`src/rtl/tree_node_update_ctrl_pkg.sv`:
```
// Shared types and constants for the tree-level node update controller.
package tree_node_update_ctrl_pkg;

   localparam int NODE_WIDTH       = 40;
   localparam int NODE_ADDR        = 9;
   localparam int ENTRY_W          = NODE_ADDR + NODE_WIDTH;
   localparam int DEF_FIFO_DEPTH   = 4;
   localparam int DEF_STARVE_LIMIT = 16;
   localparam int DEF_BRAM_LAT     = 2;

   typedef enum logic [2:0] {
      ST_IDLE    = 3'd0,
      ST_WR_PEND = 3'd1,
      ST_RD_PEND = 3'd2,
      ST_WAIT    = 3'd3,
      ST_CHECK   = 3'd4
   } upd_state_e;

   typedef struct packed {
      logic [NODE_ADDR-1:0]  addr;
      logic [NODE_WIDTH-1:0] data;
   } cfg_entry_t;

endpackage

```
`src/rtl/tree_node_update_ctrl_upd_fifo.sv`:
```
// Pending-write queue: synchronous FIFO of {addr,data} entries, occupancy tracked by a count.
module tree_node_update_ctrl_upd_fifo
   import tree_node_update_ctrl_pkg::*;
#(
   parameter int DEPTH = DEF_FIFO_DEPTH,
   parameter int CNT_W = $clog2(DEPTH) + 1
) (
   input  logic               clk,
   input  logic               RSTn,
   input  logic               push,
   input  logic               pop,
   input  logic [ENTRY_W-1:0] wr_entry,
   output logic [ENTRY_W-1:0] head,
   output logic               full,
   output logic               empty,
   output logic [CNT_W-1:0]   count
);

   localparam int PTR_W = (DEPTH > 1) ? $clog2(DEPTH) : 1;

   logic [ENTRY_W-1:0] mem [DEPTH];
   logic [PTR_W-1:0]   wr_ptr;
   logic [PTR_W-1:0]   rd_ptr;
   logic               push_ok;
   logic               pop_ok;

   assign full    = (count == CNT_W'(DEPTH));
   assign empty   = (count == '0);
   assign push_ok = push & ~full;
   assign pop_ok  = pop & ~empty;
   assign head    = mem[rd_ptr];

   always_ff @(posedge clk or negedge RSTn) begin
      if (!RSTn) begin
         wr_ptr <= '0;
         rd_ptr <= '0;
         count  <= '0;
      end else begin
         if (push_ok) wr_ptr <= wr_ptr + 1'b1;
         if (pop_ok)  rd_ptr <= rd_ptr + 1'b1;
         case ({push_ok, pop_ok})
            2'b10:   count <= count + 1'b1;
            2'b01:   count <= count - 1'b1;
            default: count <= count;
         endcase
      end
   end

   // Storage is pure data: pointers alone define what is valid.
   always_ff @(posedge clk) begin
      if (push_ok) mem[wr_ptr] <= wr_entry;
   end

endmodule

```
`src/rtl/tree_node_update_ctrl.sv`:
```
// Runtime node-write controller: queues host writes, steals idle lane-2 slots on BRAM port B
// for write + readback, verifies the readback and raises hold_req when starved of slots.
module tree_node_update_ctrl
   import tree_node_update_ctrl_pkg::*;
#(
   parameter int FIFO_DEPTH   = DEF_FIFO_DEPTH,
   parameter int STARVE_LIMIT = DEF_STARVE_LIMIT,
   parameter int BRAM_LAT     = DEF_BRAM_LAT
) (
   input  logic                  clk,
   input  logic                  RSTn,
   input  logic                  cfg_valid,
   output logic                  cfg_ready,
   input  logic [NODE_ADDR-1:0]  cfg_addr,
   input  logic [NODE_WIDTH-1:0] cfg_data,
   input  logic                  lane_valid2,
   input  logic [NODE_ADDR-1:0]  lane_addr2,
   output logic                  bram_web,
   output logic [NODE_ADDR-1:0]  bram_addrb,
   output logic [NODE_WIDTH-1:0] bram_dinb,
   input  logic [NODE_WIDTH-1:0] bram_doutb,
   output logic                  hold_req,
   output logic                  busy,
   output logic                  upd_done,
   output logic [15:0]           upd_count,
   input  logic                  err_clr,
   output logic                  err_flag,
   output logic [NODE_ADDR-1:0]  err_addr
);

   localparam int CNT_W = $clog2(FIFO_DEPTH) + 1;
   localparam int LAT_W = (BRAM_LAT > 1) ? $clog2(BRAM_LAT) : 1;
   localparam int STV_W = $clog2(STARVE_LIMIT + 1);

   upd_state_e         state_q, state_d;
   logic [LAT_W-1:0]   lat_cnt_q;
   logic [STV_W-1:0]   starve_q;
   logic [ENTRY_W-1:0] head_bits;
   cfg_entry_t         head;
   logic               fifo_full, fifo_empty;
   logic [CNT_W-1:0]   fifo_cnt;
   logic               slot_free, in_pend, own, mismatch;

   tree_node_update_ctrl_upd_fifo #(
      .DEPTH (FIFO_DEPTH),
      .CNT_W (CNT_W)
   ) u_upd_fifo (
      .clk      (clk),
      .RSTn     (RSTn),
      .push     (cfg_valid),
      .pop      (state_q == ST_CHECK),
      .wr_entry ({cfg_addr, cfg_data}),
      .head     (head_bits),
      .full     (fifo_full),
      .empty    (fifo_empty),
      .count    (fifo_cnt)
   );

   assign head      = cfg_entry_t'(head_bits);
   assign cfg_ready = ~fifo_full;
   assign slot_free = ~lane_valid2;
   assign in_pend   = (state_q == ST_WR_PEND) || (state_q == ST_RD_PEND);
   assign own       = slot_free & in_pend;
   assign mismatch  = (state_q == ST_CHECK) && (bram_doutb != head.data);

   // Port B belongs to lane 2 except in slots the controller grabs.
   assign bram_web   = own && (state_q == ST_WR_PEND);
   assign bram_addrb = own ? head.addr : lane_addr2;
   assign bram_dinb  = bram_web ? head.data : '0;

   assign hold_req = in_pend && (starve_q >= STV_W'(STARVE_LIMIT));
   assign busy     = ~fifo_empty || (state_q != ST_IDLE);
   assign upd_done = (state_q == ST_CHECK);

   always_comb begin
      state_d = state_q;
      case (state_q)
         ST_IDLE:    if (!fifo_empty) state_d = ST_WR_PEND;
         ST_WR_PEND: if (slot_free)   state_d = ST_RD_PEND;
         ST_RD_PEND: if (slot_free)   state_d = ST_WAIT;
         ST_WAIT:    if (lat_cnt_q <= LAT_W'(1)) state_d = ST_CHECK;
         ST_CHECK:   state_d = (fifo_cnt > CNT_W'(1)) ? ST_WR_PEND : ST_IDLE;
         default:    state_d = ST_IDLE;
      endcase
   end

   always_ff @(posedge clk or negedge RSTn) begin
      if (!RSTn) begin
         state_q   <= ST_IDLE;
         lat_cnt_q <= '0;
         starve_q  <= '0;
         upd_count <= '0;
         err_flag  <= 1'b0;
         err_addr  <= '0;
      end else begin
         state_q <= state_d;

         if ((state_q == ST_RD_PEND) && slot_free)
            lat_cnt_q <= LAT_W'(BRAM_LAT - 1);
         else if ((state_q == ST_WAIT) && (lat_cnt_q != '0))
            lat_cnt_q <= lat_cnt_q - 1'b1;

         // Saturating so hold_req stays up however long the lane refuses to yield.
         if (in_pend && !slot_free) begin
            if (starve_q < STV_W'(STARVE_LIMIT)) starve_q <= starve_q + 1'b1;
         end else begin
            starve_q <= '0;
         end

         if (state_q == ST_CHECK) upd_count <= upd_count + 16'd1;

         if (mismatch) begin
            err_flag <= 1'b1;
            err_addr <= head.addr;
         end else if (err_clr) begin
            err_flag <= 1'b0;
         end
      end
   end

endmodule

```
`config.mk`:
```
export PLATFORM = sky130hd
export DESIGN_NAME = tree_node_update_ctrl
export DESIGN_NICKNAME = d
export VERILOG_FILES = /design/src/rtl/tree_node_update_ctrl_pkg.sv /design/src/rtl/tree_node_update_ctrl_upd_fifo.sv /design/src/rtl/tree_node_update_ctrl.sv
export SDC_FILE = /design/constraint.sdc
export NUM_CORES = 1
export LEC_CHECK = 0
export ABC_AREA = 1
export ABC_CLOCK_PERIOD_IN_PS = 9600
export CORE_ASPECT_RATIO = 1.2
export CORE_MARGIN = 2
export CORE_UTILIZATION = 55
export DETAILED_ROUTE_END_ITERATION = 8
export HOLD_SLACK_MARGIN = 0.1
export PLACE_DENSITY_LB_ADDON = 0.08
export SLEW_MARGIN = 30
export SYNTH_ARGS = -nofsm -noshare
export SYNTH_HDL_FRONTEND = slang
export SYNTH_SLANG_ARGS = --single-unit
```
`constraint.sdc`:
```
create_clock -name clk -period 9.6 [get_ports clk]
set_clock_uncertainty 0.05 [all_clocks]
set_input_delay 0.96 -clock clk [delete_from_list [all_inputs] [get_ports clk]]
set_output_delay 0.96 -clock clk [all_outputs]
set_load 0.03 [all_outputs]
```
== Word level (Yosys, flattened, before mapping) ==
Memory sizes are Yosys's and may differ from the RTL's.
Index checks and enable logic that the tools add are counted.

* Mux-type cells: 17
* $add $sub $neg: 7
* $lt $le $gt $ge: 4
* Bitwise logic cells: 6
* Reduce and logical (&&, ||, !) cells: 15
* Eq/ne operators: 13

{| class="wikitable"
|+ Operators by type and width
! operator !! count
|-
| $mux 40 || 1
|-
| $ne 40x40->1 || 1
|-
| $add 16x1->16 const B || 1
|-
| $pmux 3 s5 || 1
|-
| $mux 3 || 4
|-
| $mux 5 || 2
|-
| $mux 9 || 1
|-
| $ne 2x2->1 const B || 4
|-
| $mux 1 || 7
|-
| $eq 3x2->1 const B || 2
|-
| $eq 3x3->1 const B || 2
|-
| $logic_and 1x1->1 || 6
|-
| $logic_not 3->1 || 2
|-
| $pmux 3 s2 || 1
|-
| $reduce_bool 2->1 || 3
|-
| $add 5x1->5 const B || 1
|-
| $ge 5x5->1 const B || 1
|-
| $lt 5x5->1 const B || 1
|-
| $add 2x1->2 const B || 2
|-
| $reduce_and 4->1 || 1
|-
| $add 3x1->3 const B || 1
|-
| $and 1x1->1 || 3
|-
| $eq 3x1->1 const B || 1
|-
| $gt 3x1->1 const B || 1
|-
| other kinds (9) || 12
|}

* RAM bits: 196
* Word-level logic and storage cells: 72
* Memories kept: 1
* Input port bits: 103
* Flip-flop bits (word level): 42

{| class="wikitable"
|+ Memory list
! memory !! depth !! width !! read ports !! clocked after Yosys merged registers in !! write ports !! line !! RTL
|-
| u_upd_fifo.mem || 4 || 49 || 1 || 0 || 1 || tree_node_update_ctrl_upd_fifo.sv:21 || <nowiki>logic [ENTRY_W-1:0] mem [DEPTH];</nowiki>
|}

== Logic depth before layout (Yosys ltp) ==
* Depth in word-level cells: 5
* Depth in mapped cells: 16

== Modules after synthesis ==
A second synthesis with hierarchy kept.

* Cell total of the unflattened synthesis: 1032
* Area, all modules: 10780.3 sq um

{| class="wikitable"
|+ Modules (own cells, without submodules)
! module !! cells an instance !! area an instance (sq um) !! instances
|-
| tree_node_update_ctrl_upd_fifo || 633 || 8180.3 || 1
|-
| tree_node_update_ctrl || 399 || 2600.0 || 1
|}

== Worst setup path after synthesis ==
OpenSTA, ideal clock, no wires.

* Kind: reg2reg
* Start: register u_upd_fifo.count[0]
* End: memory u_upd_fifo.mem[0][0] in the netlist's numbering, enable pin
* Setup time: 456 ps
* Buffers on the path: 0
* Data required time: 9094 ps
* Path slack: 5852 ps
* Cell stages (with the launch flop): 6
* Clock period less this slack: 3748 ps
* Data arrival time: 3242 ps
* Cell sequence: dfrtp_1 > inv_1 > ha_1 > nand2_1 > nand2_1 > nor2_1

* Longest elaborated chain between the ends: 5

{| class="wikitable"
|+ Ends and longest elaborated chain
! item !! line !! RTL
|-
| from (decl) || tree_node_update_ctrl_upd_fifo.sv:16 || <nowiki>output logic [CNT_W-1:0] count</nowiki>
|-
| from (signal assigned) || tree_node_update_ctrl_upd_fifo.sv:42 || <nowiki>2'b10: count <= count + 1'b1;</nowiki>
|-
| from (signal assigned) || tree_node_update_ctrl_upd_fifo.sv:43 || <nowiki>2'b01: count <= count - 1'b1;</nowiki>
|-
| from (signal assigned) || tree_node_update_ctrl_upd_fifo.sv:44 || <nowiki>default: count <= count;</nowiki>
|-
| $eq 3x3->1 || tree_node_update_ctrl_upd_fifo.sv:27 || <nowiki>assign full = (count == CNT_W'(DEPTH));</nowiki>
|-
| $not 1->1 || n/a ||
|-
| net cfg_ready || tree_node_update_ctrl.sv:13 || <nowiki>output logic cfg_ready,</nowiki>
|-
| $and 1x1->1 || tree_node_update_ctrl_upd_fifo.sv:29 || <nowiki>assign push_ok = push & ~full;</nowiki>
|-
| $mux 1 || tree_node_update_ctrl_upd_fifo.sv:51 || <nowiki>if (push_ok) mem[wr_ptr] <= wr_entry;</nowiki>
|-
| $mux 1 (not written as such) || tree_node_update_ctrl_upd_fifo.sv:51 ||
|-
| to (decl) || tree_node_update_ctrl_upd_fifo.sv:21 ||
|}

The timed path passes the listed nets, and every way through them passes these cells.

== Final worst setup path ==
* Start: register u_upd_fifo.rd_ptr[0]
* End: output bram_addrb[2]

* Longest elaborated chain between the ends: 2

{| class="wikitable"
|+ Ends and longest elaborated chain
! item !! line !! RTL
|-
| from (decl) || tree_node_update_ctrl_upd_fifo.sv:23 || <nowiki>logic [PTR_W-1:0] rd_ptr;</nowiki>
|-
| from (signal assigned) || tree_node_update_ctrl_upd_fifo.sv:40 || <nowiki>if (pop_ok) rd_ptr <= rd_ptr + 1'b1;</nowiki>
|-
| $mem_v2 4x49 || n/a ||
|-
| $mux 9 || tree_node_update_ctrl.sv:68 || <nowiki>assign bram_addrb = own ? head.addr : lane_addr2;</nowiki>
|-
| to (decl) || tree_node_update_ctrl.sv:19 || <nowiki>output logic [NODE_ADDR-1:0] bram_addrb,</nowiki>
|}

No other way between the ends.

==> impl_metrics.prom <==
# TYPE chip_impl_metric gauge
chip_impl_metric{name="detail_route.first_pass.iterations",unit=""} 5
chip_impl_metric{name="total_power",unit="W"} 0.00381
chip_impl_metric{name="switching_power_total",unit="W"} 0.00144
chip_impl_metric{name="cts.path.max_buffers",unit=""} 3
chip_impl_metric{name="floorplan.initialDensity",unit=""} 0.556
chip_impl_metric{name="period_minus_slack",unit="ns"} 4.24
chip_impl_metric{name="share_seq_of_total_power",unit=""} 0.378
chip_impl_metric{name="final_antenna_net_count",unit=""} 0
chip_impl_metric{name="swShare",unit=""} 0.378
chip_impl_info{name="worstHoldPathType",value="input pin to asynchronous set/reset pin"} 1
chip_impl_metric{name="worst-slew-pin-transition",unit="ns"} 0.787
chip_impl_info{name="highest_count_cells_in_the_layout_ignoring_fill_and_taps",value="sky130_fd_sc_hd__nand2_1 (314), sky130_fd_sc_hd__edfxtp_1 (196), sky130_fd_sc_hd__clkdlybuf4s50_1 (181), sky130_fd_sc_hd__nand3_1 (129), sky130_fd_sc_hd__nor2_1 (83)"} 1
chip_impl_metric{name="cts.sink_count",unit=""} 237
chip_impl_metric{name="ys_seq_elements",unit=""} 237
chip_impl_metric{name="routed_wire_length_per_instance",unit="um"} 16.2
chip_impl_metric{name="num_vias",unit=""} 7381
chip_impl_metric{name="cell_internal_pwr",unit="W"} 0.00237
chip_impl_metric{name="synthToLayoutAreaGrowth",unit="%"} 26.7
chip_impl_metric{name="cp_data_arrival_time",unit="ns"} 3.23
chip_impl_metric{name="pwr_density_cell",unit="mW/mm^2"} 289
chip_impl_metric{name="synth.yosys.seq_area_share",unit=""} 0.664
chip_impl_metric{name="place_congestion",unit=""} 0.754
chip_impl_metric{name="report.final.slew_viol_count",unit=""} 0
chip_impl_metric{name="synth.net_count",unit=""} 1091
chip_impl_metric{name="synth_enable_flop_cells",unit=""} 196
chip_impl_metric{name="routed_via_density",unit=""} 5.17
chip_impl_info{name="cp-end-kind",value="output pin"} 1
chip_impl_metric{name="place_inst",unit=""} 1388
chip_impl_info{name="clk_root_buffer_cell",value="sky130_fd_sc_hd__clkbuf_16"} 1
chip_impl_metric{name="power_frac_clock",unit=""} 0.229
chip_impl_metric{name="comb_power_share",unit=""} 0.393
chip_impl_metric{name="report.final.hold_viol_count",unit=""} 0
chip_impl_metric{name="route.detailed.drc",unit=""} 0
chip_impl_metric{name="grt_start_max_net_pins",unit=""} 99
chip_impl_metric{name="port_buffers",unit=""} 182
chip_impl_metric{name="dp_hpwl",unit="mm"} 14.4
chip_impl_metric{name="mappedNetlistArea",unit="sq mm"} 0.0104
chip_impl_metric{name="cts_hold_buf",unit=""} 0
chip_impl_info{name="run_status",value="completed"} 1
chip_impl_metric{name="io_pins",unit=""} 183
chip_impl_metric{name="final_layout_size_suffix_gt1_frac",unit=""} 0.0605
chip_impl_metric{name="worst_skew_pair.late_latency",unit="ns"} 0.50
chip_impl_info{name="tritoncts",value="yes"} 1
chip_impl_metric{name="numCtsBuffers",unit=""} 23
chip_impl_metric{name="worst_setup_hold_path_clk_slew",unit="ns"} 0.06
chip_impl_metric{name="antenna-diode-count",unit=""} 0
chip_impl_metric{name="syn_inst",unit=""} 977
chip_impl_metric{name="grt_antenna_before_repair",unit=""} 0
chip_impl_metric{name="crit_path_max_fanout",unit=""} 98
chip_impl_metric{name="cp.required",unit="ns"} 8.59
chip_impl_metric{name="post_cts_buffers",unit=""} 0
chip_impl_metric{name="fill_cells",unit=""} 1404
chip_impl_info{name="yosys_most_used_dff",value="sky130_fd_sc_hd__edfxtp_1"} 1
chip_impl_metric{name="postLayoutCellArea",unit="sq mm"} 0.0132
chip_impl_metric{name="grt_pass1_wl",unit="mm"} 35.8
chip_impl_metric{name="overflow",unit=""} 0
chip_impl_metric{name="ffs_w_async_s_r_synth",unit=""} 0.173
chip_impl_info{name="rsz0062_at_grt",value="false"} 1
chip_impl_metric{name="irDropWorstVdd",unit="uV"} 201
chip_impl_metric{name="grt_util_all_layers",unit=""} 0.230
chip_impl_metric{name="netlist-cell-type-count",unit=""} 30
chip_impl_info{name="mostFrequentLayoutCell",value="sky130_fd_sc_hd__nand2_1"} 1
chip_impl_metric{name="drt_iter0_markers",unit=""} 459
chip_impl_metric{name="synth.avg_cell_area",unit="sq um"} 10.6
chip_impl_metric{name="globalRouteMet2Util",unit=""} 0.411
chip_impl_metric{name="min_period_over_period",unit=""} 0.442
chip_impl_metric{name="post_cts_repair_resize_count",unit=""} 0
chip_impl_metric{name="tns",unit="ns"} 0
chip_impl_metric{name="setup_viol_count_final",unit=""} 0
chip_impl_metric{name="maxCapViolCount",unit=""} 0
chip_impl_metric{name="stdcell_count",unit=""} 1429
chip_impl_metric{name="floorplan.rows",unit=""} 55
chip_impl_metric{name="die-height",unit="um"} 155
chip_impl_metric{name="wl",unit="mm"} 23.1
chip_impl_info{name="worst-setup-path-type",value="flip-flop to output pin"} 1
chip_impl_metric{name="met3_usage",unit=""} 0.0336
chip_impl_metric{name="placedInstanceArea",unit="sq mm"} 0.0124
chip_impl_metric{name="power.static_leakage",unit="nW"} 5.23
chip_impl_metric{name="final_nets",unit=""} 1271
chip_impl_metric{name="timing.slew.headroom",unit=""} 0.475
chip_impl_metric{name="maximum_clock_frequency",unit="MHz"} 236
chip_impl_metric{name="ctsHtreeMaxLevel",unit=""} 1
chip_impl_metric{name="dieArea",unit="sq mm"} 0.0200
chip_impl_metric{name="use_met1",unit=""} 0.290
chip_impl_metric{name="grt_pass1_vias",unit=""} 7165
chip_impl_metric{name="yosysWarnings",unit=""} 0
chip_impl_metric{name="fp.coreArea",unit="sq mm"} 0.0187
chip_impl_info{name="grt-busiest-layer",value="met2"} 1
chip_impl_metric{name="chipWidth",unit="um"} 130
chip_impl_info{name="type_of_element_launching_the_critical_path",value="flip-flop"} 1
power by group through the flow:
stage	combinational, W	sequential [W]	clock [W]
detailed placement	0.00151	0.00146	0
floorplan	0.000987	0.00148	0
global route	0.00165	0.00146	0.000928
global placement	0.00143	0.00149	0
CTS	0.00152	0.00144	0.000888
finish	0.00150	0.00144	0.000874
final timing paths:
path / to / slack, ns / start / depth (start not counted)
worst max-delay path: bram_addrb[2] / 5.36 / u_upd_fifo.rd_ptr[0] / 6
worst min-delay path: starve_q[1] / 0.38 / RSTn / 1
worst min register to register: err_addr[4] / 0.42 / err_addr[4] / 2
min in group clk: err_addr[4] / 0.42 / err_addr[4] / 2
max in group asynchronous: u_upd_fifo.rd_ptr[0] / 8.71 / RSTn / 1
worst max register to register: err_flag / 6.57 / u_upd_fifo.rd_ptr[1] / 14
logic make-up (layout without fill, tap and decap cells):
kind of cell,after synthesis,after routing,synth area share
compound gates,40,40,0.0203
simple gates,557,557,0.226
mux,9,9,0.00974
flops,237,237,0.664
xor+xnor,29,29,0.0244
buf+inv,94,290,0.0423
fa+ha+maj,11,11,0.0132
cell type report:
cell class              count  area (sq um)  area share
clock buffers              28           594      0.0451
clock inverters            13           135      0.0103
inverters                  58           219      0.0166
multi-input cells         646          3080       0.234
flip-flops and latches    237          6920       0.525
well taps                 256           320      0.0243
repair buffers            191          1910       0.145
cell usage after synthesis, drive strengths merged, types with 5 or more instances:
cell,number,area [sq um]
nand2,317,1200
edfxtp,196,5890
nand3,130,663
nor2,93,369
inv,57,214
dfrtp,41,1030
buf,26,185
o21ai,26,130
xnor2,17,149
xor2,12,105
ha,11,138
clkbuf,10,37.5
mux2,9,101
o22ai,9,56.3
nand3b,8,60.1
nor3,6,35.0
a21oi,5,25.0
flip-flops by register name, summed over array words and instances, names as in the netlist, 2 cells and up:
signal	cells
err_addr	9
upd_count	16
u_upd_fifo.wr_ptr	2
u_upd_fifo.mem	196
u_upd_fifo.count	3
starve_q	5
state_q	3
u_upd_fifo.rd_ptr	2
stage by stage:
| stage | worst slack, ns | util | hold WS (ns) |
|---|---|---|---|
| 6_report | 5.36 | 0.704 | 0.380 |
| 5_1_grt | 5.21 | 0.704 | 0.420 |
| 4_1_cts | 5.18 | 0.704 | 0.423 |
| 3_5_place_dp | 5.53 | 0.665 | 0.408 |
| 3_3_place_gp | 5.55 | 0.663 | 0.404 |
| 2_1_floorplan | 5.85 | - | 0.420 |
critical path: stages, from the launching register on:
cell and delay (ns):
sky130_fd_sc_hd__dfrtp_4 0.68, sky130_fd_sc_hd__clkinv_2 0.10, sky130_fd_sc_hd__buf_6 0.56, sky130_fd_sc_hd__o21ai_0 0.18, sky130_fd_sc_hd__o22ai_1 0.25, sky130_fd_sc_hd__mux2_2 0.20
sky130_fd_sc_hd__clkdlybuf4s50_1 0.66
per-layer routing:
metal,vias to the layer above,part of all wire
met1,3500,0.41
li1,3648,-
met5,-,0
met2,202,0.51
met4,0,0.020
met3,31,0.060
Note: power is estimated with default switching activity, not from simulation.
